`src/rtl/mem_wait_gen_if.sv`:
```
// rtl/mem_wait_gen_if.sv - memory request / wait-state bus between a core and mem_wait_gen
interface mem_wait_gen_if #(
  parameter int AW = 32
);
  logic          nMREQ;
  logic          SEQ;
  logic          nRW;
  logic [1:0]    MAS;
  logic [AW-1:0] A;
  logic          nWAIT;
  logic          done;
  logic          abort;
  logic          done_rw;

  modport master (
    output nMREQ, SEQ, nRW, MAS, A,
    input  nWAIT, done, abort, done_rw
  );

  modport slave (
    input  nMREQ, SEQ, nRW, MAS, A,
    output nWAIT, done, abort, done_rw
  );
endinterface

```
`src/rtl/mem_wait_gen.sv`:
```
// rtl/mem_wait_gen.sv - per-region N/S wait-state generator with saturating access statistics
module mem_wait_gen #(
  parameter int AW     = 32,
  parameter int NREG   = 4,
  parameter int WW     = 4,
  parameter int CW     = 16,
  parameter int DEF_NW = 1,
  parameter int DEF_SW = 0
) (
  input  logic                    sysclk,
  input  logic                    nRESET,
  mem_wait_gen_if.slave           bus,
  input  logic                    cfg_we,
  input  logic [$clog2(NREG)-1:0] cfg_region,
  input  logic [WW-1:0]           cfg_nw,
  input  logic [WW-1:0]           cfg_sw,
  input  logic                    stat_clr,
  output logic [CW-1:0]           wait_total,
  output logic [CW-1:0]           acc_total
);
  localparam int RB = $clog2(NREG);
  localparam logic [0:0] IDLE = 1'b0;
  localparam logic [0:0] WAIT = 1'b1;
  localparam logic [WW-1:0] DEF_N = WW'(DEF_NW);
  localparam logic [WW-1:0] DEF_S = WW'(DEF_SW);
  localparam logic [CW-1:0] CMAX  = '1;

  logic [0:0]    state_q, state_d;
  logic [WW-1:0] cnt_q, cnt_d;
  logic          nwait_q, nwait_d;
  logic          done_q, done_d;
  logic          abort_q, abort_d;
  logic          done_rw_q, done_rw_d;
  logic          rw_q, rw_d;
  logic [CW-1:0] wait_q, wait_d;
  logic [CW-1:0] acc_q, acc_d;
  logic [WW-1:0] nw_q [NREG];
  logic [WW-1:0] nw_d [NREG];
  logic [WW-1:0] sw_q [NREG];
  logic [WW-1:0] sw_d [NREG];

  logic [RB-1:0] region;
  logic          bad;
  logic [WW-1:0] w_sel;
  logic          accept;
  logic          unused_addr;

  assign region      = bus.A[AW-1 -: RB];
  assign unused_addr = ^bus.A;
  // Misaligned or reserved sizes complete immediately and are flagged.
  assign bad    = (bus.MAS == 2'b11) ||
                  (bus.MAS == 2'b01 && bus.A[0]) ||
                  (bus.MAS == 2'b10 && bus.A[1:0] != 2'b00);
  assign w_sel  = bad ? '0 : (bus.SEQ ? sw_q[region] : nw_q[region]);
  assign accept = (state_q == IDLE) && !bus.nMREQ;

  always_comb begin
    state_d   = state_q;
    cnt_d     = cnt_q;
    nwait_d   = nwait_q;
    done_d    = 1'b0;
    abort_d   = 1'b0;
    done_rw_d = done_rw_q;
    rw_d      = rw_q;
    if (accept) begin
      rw_d = bus.nRW;
      if (w_sel == '0) begin
        done_d    = 1'b1;
        abort_d   = bad;
        done_rw_d = bus.nRW;
      end else begin
        state_d = WAIT;
        cnt_d   = w_sel;
        nwait_d = 1'b0;
      end
    end else if (state_q == WAIT) begin
      if (cnt_q == WW'(1)) begin
        state_d   = IDLE;
        nwait_d   = 1'b1;
        done_d    = 1'b1;
        done_rw_d = rw_q;
      end else begin
        cnt_d = cnt_q - WW'(1);
      end
    end
  end

  // Config writes land at the edge, so an access accepted at the same edge sees the old counts.
  always_comb begin
    nw_d = nw_q;
    sw_d = sw_q;
    if (cfg_we) begin
      nw_d[cfg_region] = cfg_nw;
      sw_d[cfg_region] = cfg_sw;
    end
  end

  always_comb begin
    wait_d = wait_q;
    acc_d  = acc_q;
    if (!nwait_q && wait_q != CMAX) wait_d = wait_q + CW'(1);
    if (done_q && acc_q != CMAX)    acc_d  = acc_q + CW'(1);
    if (stat_clr) begin
      wait_d = '0;
      acc_d  = '0;
    end
  end

  always_ff @(posedge sysclk or negedge nRESET) begin
    if (!nRESET) begin
      state_q   <= IDLE;
      cnt_q     <= '0;
      nwait_q   <= 1'b1;
      done_q    <= 1'b0;
      abort_q   <= 1'b0;
      done_rw_q <= 1'b0;
      rw_q      <= 1'b0;
      wait_q    <= '0;
      acc_q     <= '0;
      for (int i = 0; i < NREG; i++) begin
        nw_q[i] <= DEF_N;
        sw_q[i] <= DEF_S;
      end
    end else begin
      state_q   <= state_d;
      cnt_q     <= cnt_d;
      nwait_q   <= nwait_d;
      done_q    <= done_d;
      abort_q   <= abort_d;
      done_rw_q <= done_rw_d;
      rw_q      <= rw_d;
      wait_q    <= wait_d;
      acc_q     <= acc_d;
      nw_q      <= nw_d;
      sw_q      <= sw_d;
    end
  end

  assign bus.nWAIT   = nwait_q;
  assign bus.done    = done_q;
  assign bus.abort   = abort_q;
  assign bus.done_rw = done_rw_q;
  assign wait_total  = wait_q;
  assign acc_total   = acc_q;
endmodule

```
`src/flat_wrapper.sv`:
```
// flat-port wrapper written by rule: the top's interface ports become plain ports
module mem_wait_gen_flat 
#(
  parameter int AW     = 32,
  parameter int NREG   = 4,
  parameter int WW     = 4,
  parameter int CW     = 16,
  parameter int DEF_NW = 1,
  parameter int DEF_SW = 0
)
  (sysclk, nRESET, cfg_we, cfg_region, cfg_nw, cfg_sw, stat_clr, wait_total, acc_total, bus_nMREQ, bus_SEQ, bus_nRW, bus_MAS, bus_A, bus_nWAIT, bus_done, bus_abort, bus_done_rw);
  mem_wait_gen_if #(.AW(AW)) bus_i ();
  input  logic sysclk;
  input  logic nRESET;
  input  logic cfg_we;
  input  logic [$clog2(NREG)-1:0] cfg_region;
  input  logic [WW-1:0] cfg_nw;
  input  logic [WW-1:0] cfg_sw;
  input  logic stat_clr;
  output logic [CW-1:0] wait_total;
  output logic [CW-1:0] acc_total;
  input wire logic [$bits(bus_i.nMREQ)-1:0] bus_nMREQ;
  input wire logic [$bits(bus_i.SEQ)-1:0] bus_SEQ;
  input wire logic [$bits(bus_i.nRW)-1:0] bus_nRW;
  input wire logic [$bits(bus_i.MAS)-1:0] bus_MAS;
  input wire logic [$bits(bus_i.A)-1:0] bus_A;
  output wire logic [$bits(bus_i.nWAIT)-1:0] bus_nWAIT;
  output wire logic [$bits(bus_i.done)-1:0] bus_done;
  output wire logic [$bits(bus_i.abort)-1:0] bus_abort;
  output wire logic [$bits(bus_i.done_rw)-1:0] bus_done_rw;
  assign bus_i.nMREQ = bus_nMREQ;
  assign bus_i.SEQ = bus_SEQ;
  assign bus_i.nRW = bus_nRW;
  assign bus_i.MAS = bus_MAS;
  assign bus_i.A = bus_A;
  assign bus_nWAIT = bus_i.nWAIT;
  assign bus_done = bus_i.done;
  assign bus_abort = bus_i.abort;
  assign bus_done_rw = bus_i.done_rw;
  mem_wait_gen #(.AW(AW), .NREG(NREG), .WW(WW), .CW(CW), .DEF_NW(DEF_NW), .DEF_SW(DEF_SW)) u_core (.sysclk(sysclk), .nRESET(nRESET), .bus(bus_i), .cfg_we(cfg_we), .cfg_region(cfg_region), .cfg_nw(cfg_nw), .cfg_sw(cfg_sw), .stat_clr(stat_clr), .wait_total(wait_total), .acc_total(acc_total));
endmodule
```
`config.mk`:
```
export PLATFORM = sky130hd
export DESIGN_NAME = mem_wait_gen_flat
export DESIGN_NICKNAME = d
export VERILOG_FILES = /design/src/rtl/mem_wait_gen_if.sv /design/src/rtl/mem_wait_gen.sv /design/src/flat_wrapper.sv
export SDC_FILE = /design/constraint.sdc
export NUM_CORES = 1
export LEC_CHECK = 0
export ABC_AREA = 0
export ABC_CLOCK_PERIOD_IN_PS = 3300
export CAP_MARGIN = 10
export CORE_MARGIN = 10
export CORE_UTILIZATION = 53
export CTS_BUF_LIST = sky130_fd_sc_hd__clkbuf_2 sky130_fd_sc_hd__clkbuf_4 sky130_fd_sc_hd__clkbuf_8
export CTS_CLUSTER_SIZE = 30
export DETAILED_ROUTE_END_ITERATION = 10
export PLACE_DENSITY_LB_ADDON = 0.05
export RECOVER_POWER = 25
export SYNTH_ARGS = -nofsm -noshare
export SYNTH_HDL_FRONTEND = slang
export SYNTH_SLANG_ARGS = --single-unit
```
`constraint.sdc`:
```
create_clock -name sysclk -period 3.3 [get_ports sysclk]
set_input_delay 0.825 -clock sysclk [delete_from_list [all_inputs] [get_ports sysclk]]
set_output_delay 0.825 -clock sysclk [all_outputs]
set_load 0.03 [all_outputs]
```
==> results.py <==
metrics = {
    "detailed_routing": {
        "drt-total-wl_mm": 7.85,
        "detail_route.iter0.violations": 98,
        "highest_layer": "met4",
        "routed-via-count": 2660,
        "drc": 0,
        "via_per_inst": 5.44,
        "dr.pass1.iters": 4,
        "wl_per_cell_um": 16.1,
        "met3RoutedLength_um": 403,
        "ant_nets": 0,
        "wl_met1_mm": 3.75,
        "wl_met2_mm": 3.58,
    },
    "synth": {
        "synth-async-reset-ratio_pct": 100,
        "yosysMostFrequentCell": "dfrtp_1",
        "syn_area_um2": 3750,
        "synth-seq-cells": 74,
        "yosysTopAreaCell": "dfrtp_1",
        "syn_avg_cell_area_um2": 11.7,
        "synth-edff-count": 0,
        "yosys-top-cells-area": "dfrtp_1 (46%), mux2_2 (9.6%), mux2i_1 (3.7%)",
        "ys.flop_type": "dfrtp_1",
        "netlist_instances": 321,
        "synth_top_area_share_pct": 46.1,
        "yosysWarningCount": 0,
        "synth_cell_types": 59,
        "ys_seq_area_share_pct": 49.6,
        "syn_nets": 376,
        "yosys-top-cells-count": "dfrtp_1 (69), nor2_1 (34), mux2_2 (32)",
    },
    "clock_network": {
        "cts_buffer_depth": 2,
        "cts_buffers": 9,
        "cts_tree": "done",
        "cts_resized": 0,
        "post_cts_buffers": 0,
        "clk_pin_slew_worst_paths_ns": 0.07,
        "clock_latency_ns": 0.34,
        "htreeDepth": 3,
        "root_buffer": "clkbuf_8",
        "holdBufCountCts": 0,
        "clock_sinks": 74,
    },
    "pwr": {
        "powerDensity_nw_per_um2": 540,
        "power_uw": 2490,
        "p_leak_uw": 0.00195,
        "peakVddDrop_mv": 0.259,
    },
    "placement": {
        "port_buffers": 58,
        "dp_hpwl_mm": 5.84,
        "place_inst": 474,
        "place.gp.congestion": 0.796,
    },
    "critical_path": {
        "cp_max_fo": 6,
        "cp-start-kind": "primary input",
        "critPathCaptureType": "flip-flop",
        "arrival_ns": 2.98,
        "critPathRequiredTime_ns": 3.53,
        "rrSetupSlack_ns": 1.37,
        "critPathKind": "primary input to flip-flop",
    },
    "min_path": {
        "min_path_type": "flip-flop to flip-flop",
    },
    "floorplanning": {
        "start_util_pct": 54.9,
        "core_area_um2": 6830,
        "dieArea_um2": 10800,
        "rows": 30,
        "die_w_um": 104,
        "fp.dieH_um": 104,
        "pin_count": 87,
    },
    "global_routing": {
        "grt_pass1_vias": 2774,
        "grt_usage_pct": 15.2,
        "grt_pass1_wl_mm": 13.7,
        "overflow": 0,
        "grt_antenna_before_repair": 0,
        "grt_max_degree": 35,
    },
    "layout": {
        "area_growth_pct": 23.1,
        "fin_cells": 489,
        "multi_input_area_um2": 1800,
        "ff_latch_area_um2": 1860,
        "drive_gt1_share_pct": 20.6,
        "antenna_cells": 0,
        "num-nets-final": 444,
        "fillers": 562,
    },
    "sta": {
        "setup_viol": 0,
        "finalSetupTns_ns": 0,
        "drv_slew": 35,
        "relSlewSlack_pct": -20.9,
        "fmax_ghz": 0.363,
        "hold_violations": 0,
        "worstMarginPinSlew_ns": 1.81,
        "worst_clock_skew_ns": 0.00946,
        "rsz0062_at_grt": "no",
        "fin_crit_sh_pct": 83.5,
        "fin_crit_ns": 2.76,
    },
    "run_status": {
        "status": "finished with violations",
        "violations": "max-capacitance violations, max-slew violations",
    },
    "flow_run": {
        "maxCapViolCount": 1,
    },
}
[cell families (layout without fill, tap and decap cells)]
kind of cell	count (synthesis)	count (layout)	synth area share, %
AO/OA/AOI/OAI	37	37	7.91
multiplexers	52	52	16.8
adder cells (fa/ha/maj)	4	4	1.34
flip-flops	74	74	49.6
AND/OR/NAND/NOR	118	118	17.1
XOR/XNOR	21	21	4.91
buffers and inverters	15	87	2.44
[power breakdown]
| part | switching [uW] | internal (uW) | leakage (uW) |
|---|---|---|---|
| Sequential | 115 | 1070 | 0.000938 |
| Combinational | 325 | 358 | 0.000921 |
| Clock | 314 | 315 | 0.0000954 |
[stage by stage]
step	util [%]	cell area, um^2	hold slack (ns)	setup slack [ns]
final	67.5	4610	0.488	0.543
after global routing	67.5	4610	0.518	0.484
after CTS	67.6	4620	0.495	0.568
after detailed placement	65.1	4440	0.479	0.205
after global placement	65.1	4440	0.471	0.202
after floorplan	-	3750	0.441	0.876
[final cells by class]
class                   count  area share (%)
clock buffers              12            3.44
clock inverters             3           0.325
inverters                   7           0.569
multi-input cells         232            39.0
flip-flops and latches     74            40.3
well taps                  96            2.60
repair buffers             65            13.8
[worst max-delay path, stage by stage]
cell	delay, ns
clkdlybuf4s50_1	0.65
mux4_2	0.56
nand2b_2	0.09
a21boi_2	0.09
a211oi_4	0.27
nand2b_4	0.19
mux2_4	0.29
[per-layer routing]
| layer | track usage (%) | up-vias |
|---|---|---|
| met5 | 0 | - |
| met4 | 5.37 | 0 |
| met3 | 4.03 | 11 |
| met2 | 23.6 | 61 |
| met1 | 20.0 | 1298 |
| li1 | - | 1290 |
[layout by cell type, fill, tap and decap left out, types with 2 or more instances in the layout]
master           instances
clkinv_2                 3
nor2_1                  34
nand3b_1                 4
nor3b_1                  3
inv_1                    7
nand2_1                 17
nand3_1                 17
a21oi_1                 10
mux4_1                   2
and2_1                   7
dfstp_2                  5
mux2_4                   2
mux2i_1                 14
and3_1                   2
clkdlybuf4s50_1         57
clkbuf_8                11
xor2_1                  15
and3_4                   2
o21ai_0                  7
nand4_1                  7
buf_4                    5
nor2b_1                  2
mux2_2                  32
and4_1                   4
ha_1                     4
nor3_1                   5
mux4_2                   2
a21o_1                   2
or3_1                    3
or2_2                    2
xnor2_1                  6
dfrtp_1                 69
[worst paths after layout]
| check | cells past startpoint | startpoint | to |
|---|---|---|---|
| max | 7 | bus_A[30] | u_core.cnt_q[1] |
| min | 2 | u_core.rw_q | u_core.rw_q |
| max reg2reg | 6 | u_core.wait_total[5] | u_core.wait_total[0] |
| min reg2reg | 2 | u_core.rw_q | u_core.rw_q |
| max in group asynchronous | 2 | nRESET | u_core.sw_q[6] |
| min in group asynchronous | 1 | nRESET | u_core.wait_total[5] |
[state kept, by name, indices dropped and copies added (netlist names)]
register            cells
u_core.bus.done         1
u_core.state_q          1
u_core.bus.done_rw      1
u_core.wait_total      16
u_core.cnt_q            4
u_core.bus.nWAIT        1
u_core.sw_q            16
u_core.nw_q            16
u_core.acc_total       16
u_core.bus.abort        1
u_core.rw_q             1
No activity file was read; power rests on OpenSTA's default activity.
